### src/rtl/bsg_fpu_mul_result_buffer.sv
// bsg_fpu_mul_result_buffer
// Output stage behind the pipelined FP multiplier. Results are pulled from the
// multiplier with its yumi handshake and held in a 2-entry FIFO. The FIFO presents
// them downstream on a registered valid/ready port.
// Sticky exception flags are accumulated at enqueue time and can be cleared by
// software.
// Optional feature macro: BSG_FPU_MUL_RESULT_BUFFER_EXC_COUNT_EN adds a saturating
// counter of flagged results on exc_count_o. Without it, exc_count_o is tied to 0.
module bsg_fpu_mul_result_buffer #(
  parameter int e_p         = 8,
  parameter int m_p         = 23,
  parameter int cnt_width_p = 16
) (
  input  logic                   clk_i,
  input  logic                   reset_i,
  input  logic                   v_i,
  input  logic [e_p+m_p:0]       z_i,
  input  logic [3:0]             flags_i,
  output logic                   yumi_o,
  output logic                   v_o,
  output logic [e_p+m_p:0]       z_o,
  output logic [3:0]             flags_o,
  input  logic                   ready_i,
  input  logic                   clear_flags_i,
  output logic [3:0]             sticky_flags_o,
  output logic [cnt_width_p-1:0] exc_count_o
);

  localparam int width_lp = e_p + m_p + 1;

  logic [width_lp-1:0] z_mem_q     [2];
  logic [width_lp-1:0] z_mem_d     [2];
  logic [3:0]          flags_mem_q [2];
  logic [3:0]          flags_mem_d [2];
  logic                wr_ptr_q, wr_ptr_d;
  logic                rd_ptr_q, rd_ptr_d;
  logic [1:0]          count_q, count_d;
  logic [3:0]          sticky_q, sticky_d;
  logic                enq, deq;

  // Handshake decode: accept from the multiplier whenever a slot is free (never
  // while in reset), and release the head whenever downstream takes it. yumi_o
  // depends only on v_i and the registered count, never on ready_i.
  always_comb begin
    enq = v_i & ~reset_i & (count_q != 2'd2);
    deq = (count_q != 2'd0) & ready_i;
  end

  // FIFO and sticky-flag next state. The count alone tracks full/empty, so the
  // 1-bit pointers are free to wrap.
  always_comb begin
    z_mem_d     = z_mem_q;
    flags_mem_d = flags_mem_q;
    wr_ptr_d    = wr_ptr_q;
    rd_ptr_d    = rd_ptr_q;
    count_d     = count_q;
    if (enq) begin
      z_mem_d[wr_ptr_q]     = z_i;
      flags_mem_d[wr_ptr_q] = flags_i;
      wr_ptr_d              = ~wr_ptr_q;
    end
    if (deq) begin
      rd_ptr_d = ~rd_ptr_q;
    end
    case ({enq, deq})
      2'b10:   count_d = count_q + 2'd1;
      2'b01:   count_d = count_q - 2'd1;
      default: count_d = count_q;
    endcase
    sticky_d = (clear_flags_i ? 4'b0000 : sticky_q) | (enq ? flags_i : 4'b0000);
  end

  // State registers; reset discards any buffered results.
  always_ff @(posedge clk_i or posedge reset_i) begin
    if (reset_i) begin
      for (int i = 0; i < 2; i++) begin
        z_mem_q[i]     <= '0;
        flags_mem_q[i] <= '0;
      end
      wr_ptr_q <= 1'b0;
      rd_ptr_q <= 1'b0;
      count_q  <= 2'd0;
      sticky_q <= 4'b0000;
    end else begin
      z_mem_q     <= z_mem_d;
      flags_mem_q <= flags_mem_d;
      wr_ptr_q    <= wr_ptr_d;
      rd_ptr_q    <= rd_ptr_d;
      count_q     <= count_d;
      sticky_q    <= sticky_d;
    end
  end

  // Head presentation is built purely from registers. Data is forced to zero when
  // empty, so a drained slot never leaks stale data.
  always_comb begin
    v_o            = (count_q != 2'd0);
    z_o            = v_o ? z_mem_q[rd_ptr_q] : '0;
    flags_o        = v_o ? flags_mem_q[rd_ptr_q] : 4'b0000;
    yumi_o         = enq;
    sticky_flags_o = sticky_q;
  end

`ifdef BSG_FPU_MUL_RESULT_BUFFER_EXC_COUNT_EN
  logic [cnt_width_p-1:0] exc_cnt_q, exc_cnt_d;

  // Saturating count of flagged results. A clear and an increment in the same
  // cycle leave the counter at 1.
  always_comb begin
    exc_cnt_d = clear_flags_i ? '0 : exc_cnt_q;
    if (enq && (|flags_i) && (exc_cnt_d != '1)) begin
      exc_cnt_d = exc_cnt_d + cnt_width_p'(1);
    end
  end

  // Counter register.
  always_ff @(posedge clk_i or posedge reset_i) begin
    if (reset_i) begin
      exc_cnt_q <= '0;
    end else begin
      exc_cnt_q <= exc_cnt_d;
    end
  end

  assign exc_count_o = exc_cnt_q;
`else
  assign exc_count_o = '0;
`endif

endmodule

### config.mk
export PLATFORM = sky130hd
export DESIGN_NAME = bsg_fpu_mul_result_buffer
export DESIGN_NICKNAME = d
export VERILOG_FILES = /design/src/rtl/bsg_fpu_mul_result_buffer.sv
export SDC_FILE = /design/constraint.sdc
export NUM_CORES = 1
export LEC_CHECK = 0
export BUFFER_PORTS_ARGS = -buffer_cell sky130_fd_sc_hd__clkbuf_2
export CORE_ASPECT_RATIO = 2
export CORE_UTILIZATION = 57
export DETAILED_ROUTE_END_ITERATION = 16
export GPL_TIMING_DRIVEN = 0
export HOLD_SLACK_MARGIN = 0.06
export MAX_ROUTING_LAYER = met4
export PLACE_DENSITY = 0.86
export SLEW_MARGIN = 20
export SYNTH_ARGS = -nofsm -noshare
export SYNTH_HDL_FRONTEND = slang
export SYNTH_SLANG_ARGS = --single-unit
### constraint.sdc
create_clock -name clk_i -period 4.7 [get_ports clk_i]
set_input_delay 0.94 -clock clk_i [delete_from_list [all_inputs] [get_ports clk_i]]
set_output_delay 0.94 -clock clk_i [all_outputs]
set_load 0.02 [all_outputs]
==> impl_metrics.ini, run 1 <==
[run_status]
status = finished clean

[sta]
whs_ns = 0.501
fin_crit_sh_pct = 67.2
worstMarginPinSlew_ns = 0.773
slew_headroom_pct = 48.2
slew_viol_final = 0
hold_viol = 0
setup_slack_ns = 1.54
max_freq_mhz = 317
rsz0062_at_grt = false
fin_crit_ns = 3.16
setup_violations = 0
clock_skew_ns = 0.00500

[clocking]
ctsResizeCount = 0
root_buffer = clkbuf_16
clkTransAtPathRegs_ns = 0.06
ctsHoldBuffers = 0
post-cts-setup-buffer-count = 0
clock_path_buffers = 2
cts_tree = built
clock_latency_ns = 0.33
cts.sinks = 80
cts_made_buffers = 9
htreeDepth = 3

[setup_path]
crit_path_start_kind = flop
path_max_fanout = 10
worstSetupPathType = reg2out
crit_top_cell = nor2_1
crit_arrival_ns = 2.22
worstSetupEndpointType = primary output
crit_slowest_cell = nor2_1
required_ns = 3.76
crit_chain = buf_6 > nor2_1 > clkbuf_1 > nor2_1 > clkbuf_2
slowest_delay_ns = 0.59

[yosys]
synth_warnings = 0
avgSynthCellArea_sq_um = 13.4
synth.distinct_cells = 19
synth_cells = 277
synth_area_sq_um = 3710
ys_seq_area_share_pct = 53.9
ys_seq_elements = 80

[min_path]
hold_path.class = reg2reg

[pwr]
leakage_nw = 2.33
ir_drop_mv = 0.511
powerDensity_nw_per_um2 = 763

[placed_design]
portBuffers = 82
gp_congestion = 0.772
dp_hpwl_mm = 4.89
pre_cts_ws_ns = 1.87

[final_layout]
nets = 428
insertedDiodeCount = 0
final_cell_mix = clkbuf_2 (82), dfrtp_1 (80), mux2_2 (72)
fillers = 468
area_growth_pct = 24.3
final_common_cell = clkbuf_2
drive_gt1_share_pct = 51.9
post-route-util_pct = 73.1

[detailed_routing]
drtIter0Drc = 28
wire_per_inst_um = 14.4
antenna_left = 0
first_pass_iters = 4
drc = 0
vias = 2422
routed_wl_mm = 6.86
viasPerCell = 5.08

[grt]
grt_max_degree = 43
grt_pass1_vias = 2408
grt-ovfl-total = 0
gr-usage-all-layers_pct = 23.1
grt_first_pass_wirelength_mm = 11.2
antenna_found_initial = 0

[floorplanning]
rows = 41
dieHeight_um = 116
start_util_pct = 58.8
die_area_sq_um = 6860
io_pins = 99
core_area_sq_um = 6310
die_w_um = 59.1

[job]
maxCapViolations = 0
-- metrics by stage --
stage               std cells  setup TNS [ns]  cell area [sq um]  power [mW]
floorplan                 292               0               3770        2.39
global placement          460          -14.43               4290        2.80
detailed placement        461               0               4310        2.86
global route              477               0               4610        3.72
CTS                       477               0               4610        3.55
finish                    477               0               4610        3.52
-- power breakdown --
group	internal (mW)	total [mW]	switching (mW)
clock network	0.428	0.683	0.255
registers	1.03	1.20	0.170
logic	0.728	1.63	0.906
-- routing by layer --
layer | track usage (%) | wire [um] | up-vias
li1 | - | - | 1134
met1 | 24.8 | 2690 | 1201
met2 | 39.7 | 3750 | 73
met3 | 6.20 | 286 | 14
met4 | 9.21 | 139 | 0
met5 | - | 0 | -
-- synthesized netlist by cell type --
library cell / count / area [sq um]
xnor2_1: 3 / 26.3
mux2i_1: 36 / 360
o2111ai_2: 1 / 15.0
nor3b_2: 1 / 12.5
nor4b_4: 1 / 23.8
clkbuf_1: 3 / 11.3
xor2_1: 2 / 17.5
buf_6: 4 / 45.0
mux2_2: 72 / 811
conb_1: 1 / 3.75
buf_2: 7 / 35.0
a22o_1: 4 / 35.0
ha_1: 1 / 12.5
nor2b_4: 1 / 13.8
dfrtp_1: 80 / 2000
and2_1: 1 / 6.26
inv_1: 5 / 18.8
nor2_1: 38 / 143
buf_4: 16 / 120
-- final timing paths --
kind	cells past startpoint	slack, ns	endpoint	startpoint
worst max-delay path	5	1.54	z_o[26]	count_q[0]
worst min register to register	1	0.50	z_mem_q[24]	z_mem_q[24]
worst max register to register	7	2.58	count_q[1]	count_q[0]
worst min-delay path	1	0.50	z_mem_q[24]	z_mem_q[24]
max in group asynchronous	3	3.41	z_mem_q[46]	reset_i
min in group asynchronous	2	0.69	flags_mem_q[0]	reset_i
-- cell type report --
| class | count | area, sq um | share of cell area (%) |
|---|---|---|---|
| inverters | 5 | 21.3 | 0.461 |
| well taps | 86 | 108 | 2.33 |
| flip-flops and latches | 80 | 2000 | 43.4 |
| clock buffers | 14 | 294 | 6.37 |
| clock inverters | 2 | 10.0 | 0.217 |
| multi-input cells | 177 | 1540 | 33.3 |
| plain buffers | 30 | 211 | 4.58 |
| repair buffers | 83 | 430 | 9.33 |
-- registers in the layout (all words and copies together) (netlist names) --
register	count
z_mem_q	64
count_q	2
rd_ptr_q	1
flags_mem_q	8
wr_ptr_q	1
sticky_flags_o	4
-- logic make-up after synthesis --
family,count (synthesis),share of synthesized area [%]
buffers and inverters,35,6.20
adders and majority gates,1,0.337
DFF,80,53.9
and+or+nand+nor,42,5.36
muxes,108,31.5
xor gates and xnor gates,5,1.18
AOI/OAI and AO/OA,5,1.35
other,1,0.101
-- critical path: cells and delay by family (launching register included) --
family        cells  cell delay, ns
flops             1            0.37
simple gates      2            0.72
buf+inv           3            0.79
(Power assumes the default switching activity.)
==> inputs of run 2 (changes only) <==
--- a/config.mk
+++ b/config.mk
@@ -7,12 +7,12 @@
 export LEC_CHECK = 0
 export BUFFER_PORTS_ARGS = -buffer_cell sky130_fd_sc_hd__clkbuf_2
 export CORE_ASPECT_RATIO = 2
-export CORE_UTILIZATION = 57
+export CORE_UTILIZATION = 47
 export DETAILED_ROUTE_END_ITERATION = 16
 export GPL_TIMING_DRIVEN = 0
 export HOLD_SLACK_MARGIN = 0.06
 export MAX_ROUTING_LAYER = met4
-export PLACE_DENSITY = 0.86
+export PLACE_DENSITY = 0.75
 export SLEW_MARGIN = 20
 export SYNTH_ARGS = -nofsm -noshare
 export SYNTH_HDL_FRONTEND = slang
==> constraint.sdc (replaced) <==
create_clock -name clk_i -period 2.6 [get_ports clk_i]
set_input_delay 0.52 -clock clk_i [delete_from_list [all_inputs] [get_ports clk_i]]
set_output_delay 0.52 -clock clk_i [all_outputs]
set_load 0.02 [all_outputs]
==> run 2 against run 1 <==
Largest cell class unchanged. Flip-flop and latch count unchanged. First-iteration DRC count rose to 2.9 times the previous value. Critical path type unchanged. Clock skew up 0.0012 ns.
==> impl_metrics.ini, run 2 (synthesis results as in run 1) <==
[run_status]
status = finished clean

[floorplanning]
die_w_um = 64.8
io_pins = 99
core_area_sq_um = 7600
die_area_sq_um = 8280
rows = 45
start_util_pct = 48.8
dieHeight_um = 128

[final_layout]
final_cell_mix = clkbuf_2 (85), dfrtp_1 (80), mux2_2 (72)
largest_reg_flops = 64
drive_gt1_share_pct = 53.1
fin_area_sq_um = 4670
register_area_sq_um = 2000
multi_input_area_sq_um = 1550
area_growth_pct = 25.9
final_common_cell = clkbuf_2
insertedDiodeCount = 0
nets = 429
largest-register = z_mem_q
fillers = 638

[grt]
gr-usage-all-layers_pct = 19.3
antenna_found_initial = 0
grt_first_pass_wirelength_mm = 11.6
grt-ovfl-total = 0
grt_pass1_vias = 2452
grt_max_degree = 36

[setup_path]
crit_path_start_kind = flop
rrSetupSlack_ns = 0.70
path_max_fanout = 10
worstSetupPathType = reg2out
required_ns = 2.08
worstSetupEndpointType = primary output
crit_arrival_ns = 1.84

[clocking]
root_buffer = clkbuf_16
cts_made_buffers = 9
cts.sinks = 80
htreeDepth = 3
clkTransAtPathRegs_ns = 0.06
clock_latency_ns = 0.33
cts_tree = built
clock_path_buffers = 2

[placed_design]
gp_congestion = 0.740
placed_cell_area_sq_um = 4370
portBuffers = 82
dp_hpwl_mm = 5.25

[sta]
setup_violations = 0
hold_viol = 0
slew_viol_final = 0
fin_crit_sh_pct = 90.7
worstMarginPinSlew_ns = 0.733
clock_skew_ns = 0.00617
fin_crit_ns = 2.36
rsz0062_at_grt = false
max_freq_mhz = 424
slew_headroom_pct = 51.0

[pwr]
leakage_nw = 2.35
pwr-share-comb_pct = 46.8
p_int_mw = 3.94
ir_drop_mv = 0.654
pwr-share-seq_pct = 33.9
powerDensity_nw_per_um2 = 1370
swShare_pct = 38.2
p_switching_mw = 2.44
clockPowerShare_pct = 19.3
power_mw = 6.38

[detailed_routing]
wire_per_inst_um = 14.5
viasPerCell = 4.95
first_pass_iters = 4
routed_wl_mm = 7.06
vias = 2406
antenna_left = 0
drc = 0
drtIter0Drc = 81

[job]
maxCapViolations = 0

[min_path]
hold_path.class = in2async
-- run 2: metal layers --
metal	vias to the layer above	track usage [%]	share of wire, %
li1	1140	-	-
met1	1193	21.0	40
met2	62	32.5	54
met3	11	4.45	3.8
met4	0	8.76	2.2
met5	-	-	0
-- run 2: final cells by class --
class / count / area share, %
multi-input combinational: 177 / 33.2
tap: 94 / 2.52
clock inverter: 7 / 1.50
sequential: 80 / 42.8
clock buffer: 9 / 4.82
buffer: 30 / 5.01
timing repair buffer: 84 / 9.64
inverter: 5 / 0.482
-- run 2: worst paths after layout --
| path | startpoint | depth (start not counted) | endpoint |
|---|---|---|---|
| worst min-delay path | reset_i | 2 | count_q[1] |
| worst max register to register | count_q[1] | 4 | flags_mem_q[7] |
| max in group asynchronous | reset_i | 4 | z_mem_q[11] |
| worst max-delay path | count_q[0] | 5 | z_o[13] |
| min in group clk_i | z_i[7] | 2 | z_mem_q[7] |
| worst min register to register | z_mem_q[37] | 1 | z_mem_q[37] |
-- run 2: worst max-delay path, cell delays in order, from the launching register on --
cell and delay [ns]:
dfrtp_1 0.37, buf_6 0.14, nor2_2 0.38, clkbuf_2 0.34, nor2_1 0.11, clkbuf_2 0.16
-- run 2: what timing repair did --
action	in CTS	in global routing
buffers inserted	0	0
resized for setup	2	4
endpoints found under the setup margin	30	15
hold buffers	0	0
pin swaps	0	0
-- run 2: through the flow --
stage                     instances  setup slack, ns  setup TNS (ns)  hold WS [ns]  util (%)
after floorplan                 292           -0.235           -7.59         0.479         -
after global placement          468            -1.05          -36.49         0.486      57.0
after detailed placement        470            0.117               0         0.494      57.5
after CTS                       486           0.0138               0         0.230      61.4
after global routing            486            0.122               0         0.255      61.5
final                           486            0.243               0         0.233      61.5
-- run 2: power by group through the flow --
stage                     registers (mW)  logic (mW)  clock network, mW
after CTS                           2.17        3.05               1.27
after global placement              2.14        2.97                  0
final                               2.16        2.99               1.23
after floorplan                     2.11        2.24                  0
after global routing                2.24        3.24               1.31
after detailed placement            2.19        3.03                  0
